--- src/rtl/cache_cmd_sched.sv ---
// Command scheduler: queues trace commands in a FIFO and hands legal ones to the
// cache operation engine one at a time, waiting for done or a timeout in between.
//
// state | meaning
// IDLE  | pop FIFO head; legal opcode loads engine regs, illegal one is dropped
// ISSUE | eng_start high for this cycle, issue count bumps, timer loads
// WAIT  | timer counts down; leave on eng_done or terminal count
module cache_cmd_sched #(
  parameter int ADDR_W  = 32,
  parameter int DEPTH   = 8,
  parameter int TIMEOUT = 64
) (
  input  logic              clk,
  input  logic              rst,
  input  logic              in_valid,
  output logic              in_ready,
  input  logic [3:0]        in_cmd,
  input  logic [ADDR_W-1:0] in_addr,
  output logic              eng_start,
  output logic [3:0]        eng_cmd,
  output logic [ADDR_W-1:0] eng_addr,
  input  logic              eng_done,
  output logic              busy,
  output logic [15:0]       issue_cnt,
  output logic [7:0]        drop_cnt,
  output logic              timeout_err,
  input  logic              clr_err
);

  localparam int PTR_W = $clog2(DEPTH);
  localparam int CNT_W = PTR_W + 1;
  localparam int TMR_W = $clog2(TIMEOUT);
  localparam logic [TMR_W-1:0] TMR_LOAD = TMR_W'(TIMEOUT - 1);

  typedef enum logic [1:0] {IDLE, ISSUE, WAIT} state_t;

  state_t                  state;
  logic [3+ADDR_W:0]       mem [DEPTH];
  logic [PTR_W-1:0]        wr_ptr, rd_ptr;
  logic [CNT_W-1:0]        count;
  logic [TMR_W-1:0]        wait_cnt;
  logic                    full, empty, push, pop;
  logic                    head_legal, drop_evt, to_evt;
  logic [3:0]              head_cmd;
  logic [ADDR_W-1:0]       head_addr;

  assign full      = (count == CNT_W'(DEPTH));
  assign empty     = (count == '0);
  assign in_ready  = !full;
  assign push      = in_valid && !full;
  assign pop       = (state == IDLE) && !empty;
  assign busy      = (state != IDLE) || !empty;
  assign {head_cmd, head_addr} = mem[rd_ptr];

  assign head_legal = (head_cmd <= 4'd4) || (head_cmd == 4'd8) || (head_cmd == 4'd9);
  assign drop_evt   = pop && !head_legal;
  // Terminal count reached on the TIMEOUT-th WAIT cycle; done wins a tie.
  assign to_evt     = (state == WAIT) && !eng_done && (wait_cnt == '0);

  always_ff @(posedge clk) begin
    if (push) mem[wr_ptr] <= {in_cmd, in_addr};
  end

  always_ff @(posedge clk or posedge rst) begin
    if (rst) begin
      wr_ptr <= '0;
      rd_ptr <= '0;
      count  <= '0;
    end else begin
      if (push) wr_ptr <= wr_ptr + PTR_W'(1);
      if (pop)  rd_ptr <= rd_ptr + PTR_W'(1);
      case ({push, pop})
        2'b10:   count <= count + CNT_W'(1);
        2'b01:   count <= count - CNT_W'(1);
        default: count <= count;
      endcase
    end
  end

  always_ff @(posedge clk or posedge rst) begin
    if (rst) begin
      state     <= IDLE;
      eng_start <= 1'b0;
      eng_cmd   <= '0;
      eng_addr  <= '0;
      wait_cnt  <= '0;
      issue_cnt <= '0;
    end else begin
      eng_start <= 1'b0;
      case (state)
        IDLE: begin
          if (pop && head_legal) begin
            eng_cmd   <= head_cmd;
            eng_addr  <= head_addr;
            eng_start <= 1'b1;
            state     <= ISSUE;
          end
        end
        ISSUE: begin
          issue_cnt <= issue_cnt + 16'd1;
          wait_cnt  <= TMR_LOAD;
          state     <= WAIT;
        end
        WAIT: begin
          if (eng_done || wait_cnt == '0) state <= IDLE;
          else wait_cnt <= wait_cnt - TMR_W'(1);
        end
        default: state <= IDLE;
      endcase
    end
  end

  // A set event in the same cycle as clr_err takes precedence over the clear.
  always_ff @(posedge clk or posedge rst) begin
    if (rst) begin
      drop_cnt    <= '0;
      timeout_err <= 1'b0;
    end else begin
      if (drop_evt) begin
        if (clr_err)                drop_cnt <= 8'd1;
        else if (drop_cnt != 8'hFF) drop_cnt <= drop_cnt + 8'd1;
      end else if (clr_err) begin
        drop_cnt <= '0;
      end
      if (to_evt)       timeout_err <= 1'b1;
      else if (clr_err) timeout_err <= 1'b0;
    end
  end

endmodule

--- config.mk ---
export PLATFORM = sky130hd
export DESIGN_NAME = cache_cmd_sched
export DESIGN_NICKNAME = d
export VERILOG_FILES = /design/src/rtl/cache_cmd_sched.sv
export SDC_FILE = /design/constraint.sdc
export NUM_CORES = 1
export LEC_CHECK = 0
export ABC_AREA = 1
export ABC_CLOCK_PERIOD_IN_PS = 3700
export BUFFER_PORTS_ARGS = -buffer_cell sky130_fd_sc_hd__buf_2
export CAP_MARGIN = 20
export CORE_MARGIN = 2
export CORE_UTILIZATION = 44
export DETAILED_ROUTE_END_ITERATION = 7
export PLACE_DENSITY = 0.59
export RECOVER_POWER = 25
export SYNTH_ARGS = -nofsm -noshare
export SYNTH_HDL_FRONTEND = slang
export SYNTH_SLANG_ARGS = --single-unit
export TNS_END_PERCENT = 10
--- constraint.sdc ---
create_clock -name clk -period 3.7 [get_ports clk]
set_input_delay 0.74 -clock clk [delete_from_list [all_inputs] [get_ports clk]]
set_output_delay 0.74 -clock clk [all_outputs]
set_load 0.02 [all_outputs]
======== Word-level counts from Yosys, hierarchy flattened ========
Memories as Yosys holds them, arrays and structs flattened.
Index checks and enable logic that the tools add are counted.
cells by class
  equality and inequality tests ........... 11
  mux-type cells .......................... 16
  add/sub/neg operators ................... 7
  magnitude comparators ................... 1
  reduce and logical (&&, ||, !) cells .... 27
operators by type and width
  cell                                                                   number
  8-bit 2-to-1 mux                                                       4
  16-bit by 1-bit adder with 16-bit output, second input constant        1
  4-bit equality test, second input constant                             3
  6-bit case mux with 2 select lines                                     1
  2-bit nonzero test                                                     6
  8-bit by 1-bit adder with 8-bit output, second input constant          1
  8-bit inequality test, second input constant                           1
  4-bit case mux with 2 select lines                                     1
  2-bit AND reduction                                                    4
  3-bit by 1-bit adder with 3-bit output, second input constant          2
  1-bit logical AND                                                      6
  6-bit logical NOT                                                      1
  1-bit 2-to-1 mux                                                       6
  6-bit 2-to-1 mux                                                       1
  2-bit case mux with 3 select lines                                     1
  6-bit by 1-bit subtractor with 6-bit output, second input constant     1
  4-bit by 1-bit adder with 4-bit output, second input constant          1
  2-bit by 1-bit equality test with 1-bit output, second input constant  2
  2-bit equality test, second input constant                             2
  4-bit by 3-bit <= comparator with 1-bit output, second input constant  1
  1-bit logical NOT                                                      4
  4-bit logical NOT                                                      1
  1-bit logical OR                                                       4
  2-bit 2-to-1 mux                                                       2
  other kinds (4)                                                        5
word-level totals
  bits in registers ....................... 80
  memories ................................ 1
  output and inout port bits .............. 64
  memory bits (writable) .................. 288
  word-level logic and storage cells ...... 74
memory list
  memory  depth  bits a word  read ports  clocked after Yosys merged registers in  write ports  line  source
  mem     8      36           1           0                                        1            38    logic [3+ADDR_W:0] mem [DEPTH];

======== Depth between registers and ports, before layout ========
An unclocked memory read counts as a cell.
  depth in word-level cells ............... 8
  gate-level depth with buffers ........... 15
  depth with buffers taken out ............ 13

======== Worst setup path before layout ========
OpenSTA, ideal clock, no wires.
  path type ............................... input -> register
  start point ............................. input port in_valid
  end point ............................... memory mem[0][0] (netlist name) (enable)
  slack ................................... 565 ps
  arrival ................................. 2706 ps
  stages on the path ...................... 3
  setup time .............................. 429 ps
  path through ............................ nand2_1 or2_2 nor2_1
on the way
  word-level cells in the longest chain between the ends .. 3
RTL lines
  what                                    line  source
  from (decl)                             15    input logic in_valid,
  1-bit logical AND                       50    assign push = in_valid && !full;
  1-bit 2-to-1 mux                        61    if (push) mem[wr_ptr] <= {in_cmd, in_addr};
  1-bit 2-to-1 mux (not written as such)  61
  to (decl)                               38
No other way between the ends.

======== Final worst setup path ========
  start point ............................. register rd_ptr[0]
  end point ............................... register eng_addr[18]
on the way
  word-level cells in the longest chain between the ends .. 6
  elaborated cells between the ends (all ways) .. 8
  those cells by class .................... order compare: 1; eq/ne: 2; reduce/logical: 4; memory: 1
RTL lines
  what                                                                                          line  source
  from (decl)                                                                                   39    logic [PTR_W-1:0] wr_ptr, rd_ptr;
  from (signal assigned)                                                                        71    if (pop) rd_ptr <= rd_ptr + PTR_W'(1);
  memory read 8 x 36 bit (*)                                                                    n/a
  4-bit by 3-bit <= comparator with 1-bit output / 4-bit equality test (equally long branches)  55    assign head_legal = (head_cmd <= 4'd4) || (head_cmd == 4'd8) || (head_cmd == 4'd9);
  1-bit logical OR (2 in a row)                                                                 55
  1-bit logical AND                                                                             92    if (pop && head_legal) begin
  2-bit AND reduction (no line)                                                                 n/a
  to (signal assigned)                                                                          94    eng_addr <= head_addr;
  to (decl)                                                                                     21    output logic [ADDR_W-1:0] eng_addr,
Mark *: on every way between the ends. The rest lies on a longest branch, timed or not.
A chain may end at the register's enable or synchronous reset.

==> Implementation_results.wiki <==
{| class="wikitable"
! Metric !! Value
|-
| Power density over the cells || around 840 nW/um2
|-
| Grt total ovfl || 0
|-
| Pre-Repair DR Iteration Count || 5
|-
| Met3 routing resource usage after global routing || approximately 3.0%
|-
| Number of max-capacitance violations reported || 0
|-
| Area used by sequential logic in the layout || between 10,000 and 15,000 um2
|-
| Clk network pwr share || 27.2%
|-
| Std-Cell Rows || 67
|-
| Sw Ratio || 37.1%
|-
| Number of DRC markers after the initial detailed-route iteration || 511
|-
| Area of the core || ~33,000 um2
|-
| Met1 usage || 26.6%
|-
| Unrepaired setup endpoints after global routing || no
|-
| CTS Root Buffer Type || sky130_fd_sc_hd__clkbuf_16
|-
| Share of the yosys chip area belonging to registers || between 70 and 80%
|-
| Tot GR Track Use || between 10% and 20%
|-
| Post-cts sizing count || 0
|-
| Number of endpoints with negative hold slack in the final report || 0
|-
| CTS H-tree lvls || 2
|-
| Placed wire-length estimate || 18.1 mm
|-
| WHS || a little under 300 ps
|-
| Count of mapped cells out of synthesis || 1,234
|-
| Die height || 187 um
|-
| CP Launch Type || flip-flop
|-
| Crit Path Class || reg2reg
|-
| Max Fclk || 368 MHz
|-
| Nets || 1,390
|-
| Nets in the synthesized netlist || 1,284
|-
| Worst-case headroom to the max-slew limit || 48.5%
|-
| Most frequent cells in the layout || sky130_fd_sc_hd__nand2_1 (329), sky130_fd_sc_hd__edfxtp_1 (288), sky130_fd_sc_hd__o21ai_0 (107)
|-
| Static leakage power || around 0.0066 uW
|-
| Hold crit path type || in2async
|-
| Worst vdd ir || roughly 0.43 mV
|-
| Outcome || completed
|-
| CTS tree || done
|-
| Area of the multi-input gates || between 3000 and 4000 um2
|-
| Pins Over Slew Limit || 0
|-
| Power spent charging and discharging nets || about 5300 uW
|-
| Data required time at the worst endpoint || roughly 4200 ps
|-
| CTS Buffer Depth || 3
|-
| Placer Congestion || ~0.8
|-
| Cell internal pwr || approximately 9000 uW
|-
| Detailed-route wire length || between 30 and 40 mm
|-
| Combined area of all synthesized cells || around 15,000 um2
|-
| Worst setup path startpoint || rd_ptr[0]
|-
| Clock sinks || between 300 and 400
|-
| Antenna violations before repair || 1
|-
| Maximum number of pins on one net before global-route repair || 95
|-
| Average vias per placed instance || 5.17
|-
| Number of post-CTS setup repair buffers || 0
|-
| Fill cell count || approximately 3,000
|-
| Clock buffer count from CTS || 40
|-
| Post-CTS Hold Buffers || 0
|-
| Initial cell density of the core || 44.4%
|-
| Global-route wire length before repair || slightly above 50 mm
|-
| Diode insertion count for antenna repair || 0
|-
| Total power after layout || around 14,000 uW
|-
| Setup Skew || roughly 26 ps
|-
| Met2 GRT Util || between 20% and 30%
|-
| Full die area || roughly 35,000 um2
|-
| Clock insertion delay at the later pin of the skew report || approximately 540 ps
|-
| Leading cell type in the layout, fill and taps excluded || sky130_fd_sc_hd__nand2_1
|-
| Final worst path period need || roughly 2700 ps
|-
| Average wire per cell in the routed design || approximately 18 um
|-
| I/O Buffers || between 100 and 150
|-
| Vias after detailed routing || 9,404
|-
| Maximum fanout along the worst path || 70
|-
| Synth cell types || 36
|-
| Synthesized area per cell || about 12 um2
|-
| Area growth from synthesis to layout || 15.7%
|-
| Flop pwr share || between 30% and 40%
|-
| Number of synthesized register bits || around 370
|-
| Worst setup EP type || flip-flop
|-
| Io pins || between 100 and 150
|-
| Fraction of power consumed by combinational cells || ~33%
|-
| R2r startpoint || rd_ptr[0]
|-
| Yosys warnings || 0
|-
| Horizontal die dimension || between 150 and 200 um
|-
| # setup viols final || 0
|-
| Final Cycle Share || between 70 and 80%
|-
| Via count of the first global-routing pass || about 9,000
|-
| Remaining DRCs || 0
|-
| Critical Path AT || 3180 ps
|-
| Final-layout setup total negative slack || 0 ps
|-
| Clock input transition at the sequential cells of the worst setup and hold paths || 60 ps
|-
| Grt peak-use layer || met2
|-
| Number of antenna-violating nets in the routed design || 0
|-
| Measured slew at the worst slew-check pin || around 770 ps
|-
| Fraction of final layout cells with drive strength greater than 1 || approximately an eighth
|}
[worst max-delay path: stages (launching register included)]
cell	delay (ps)
sky130_fd_sc_hd__dfrtp_4	680
sky130_fd_sc_hd__inv_4	290
sky130_fd_sc_hd__buf_4	620
sky130_fd_sc_hd__nand2_1	150
sky130_fd_sc_hd__a32o_1	270
sky130_fd_sc_hd__o21ai_0	370
sky130_fd_sc_hd__nand2_1	120
sky130_fd_sc_hd__nand2_1	70
[path summary, 6_finish.rpt]
check / cells past startpoint / to / slack [ps]
min in group clk: 1 / issue_cnt[15] / 460
worst min register to register: 1 / issue_cnt[15] / 460
worst min-delay path: 2 / issue_cnt[9] / 290
worst max register to register: 7 / eng_addr[18] / 980
max in group asynchronous: 3 / eng_addr[14] / 2680
worst max-delay path: 7 / eng_addr[18] / 980
[layer usage]
layer	wire, um	part of all wire [%]	vias to the layer above
met3	1530	4.7	50
li1	-	-	4528
met4	582	1.8	2
met1	15300	47	4601
met5	12	0.037	-
met2	15000	46	223
[state kept, by name (all words and copies together), names as in the netlist]
register / count
state: 2
eng_start: 1
wr_ptr: 3
timeout_err: 1
drop_cnt: 8
eng_addr: 32
mem: 288
issue_cnt: 16
eng_cmd: 4
wait_cnt: 6
rd_ptr: 3
count: 4
[kinds of logic (layout without fill, tap and decap cells)]
logic type	Yosys count	count (layout)	synth area share [%]
AND/OR/NAND/NOR	491	491	13.4
flip-flops	368	368	72.0
AO/OA/AOI/OAI	220	220	8.83
buffers and inverters	122	260	3.63
XOR/XNOR	24	24	1.42
adder cells (fa/ha/maj)	9	9	0.761
[cell usage after synthesis]
master                     instances  share of area (%)
sky130_fd_sc_hd__nand2_1         329                8.3
sky130_fd_sc_hd__edfxtp_1        288                 58
sky130_fd_sc_hd__o21ai_0         107                3.6
sky130_fd_sc_hd__nor2_1           94                2.4
sky130_fd_sc_hd__dfrtp_1          80                 14
sky130_fd_sc_hd__inv_1            55                1.4
sky130_fd_sc_hd__nand3_1          44                1.5
sky130_fd_sc_hd__a21oi_1          39                1.3
sky130_fd_sc_hd__a32o_1           32                2.2
sky130_fd_sc_hd__o22ai_1          32                1.4
sky130_fd_sc_hd__buf_2            31                1.0
sky130_fd_sc_hd__clkbuf_1         22               0.56
sky130_fd_sc_hd__xor2_1           13               0.77
sky130_fd_sc_hd__xnor2_1          11               0.65
sky130_fd_sc_hd__ha_1              9               0.76
sky130_fd_sc_hd__o21ai_1           7               0.24
sky130_fd_sc_hd__inv_2             5               0.13
sky130_fd_sc_hd__nor3_1            5               0.17
sky130_fd_sc_hd__buf_4             4               0.20
sky130_fd_sc_hd__buf_6             3               0.23
sky130_fd_sc_hd__nand3b_1          3               0.15
sky130_fd_sc_hd__nand4_1           3               0.13
sky130_fd_sc_hd__nor2_2            3               0.13
sky130_fd_sc_hd__a31oi_1           2              0.085
sky130_fd_sc_hd__nand2_2           2              0.085
sky130_fd_sc_hd__and3_1            1              0.042
sky130_fd_sc_hd__buf_1             1              0.025
sky130_fd_sc_hd__inv_4             1              0.042
sky130_fd_sc_hd__nand2_4           1              0.076
sky130_fd_sc_hd__nand4_2           1              0.085
sky130_fd_sc_hd__nor2_4            1              0.076
sky130_fd_sc_hd__nor3_4            1               0.11
sky130_fd_sc_hd__nor3b_1           1              0.051
sky130_fd_sc_hd__o21a_1            1              0.051
sky130_fd_sc_hd__or2_1             1              0.042
sky130_fd_sc_hd__or2_2             1              0.042
[power by group through the flow]
stage	Combinational, uW	Clock, uW	Sequential, uW
global route	5390	4170	5780
floorplan	3210	0	5920
global placement	4740	0	5760
detailed placement	4840	0	5770
CTS	4860	4000	5690
finish	4770	3910	5690
[per-stage QoR]
step | setup slack (ps) | utilization, % | cell area [um2] | std cells
6_report | 981 | 51.3 | 17100 | 1820
5_1_grt | 855 | 51.3 | 17100 | 1820
4_1_cts | 1040 | 51.4 | 17200 | 1820
3_5_place_dp | 1050 | 47.5 | 15900 | 1746
3_3_place_gp | 1050 | 47.5 | 15900 | 1746
2_1_floorplan | 565 | - | 14800 | 1234
[cell type report]
cell class | count | area share, %
clock buffers | 47 | 6.06
clock inverters | 27 | 1.54
inverters | 61 | 1.39
multi-input cells | 744 | 21.5
flip-flops and latches | 368 | 62.3
well taps | 448 | 3.27
repair buffers | 125 | 4.04
Note: power is estimated with default switching activity, not from simulation.
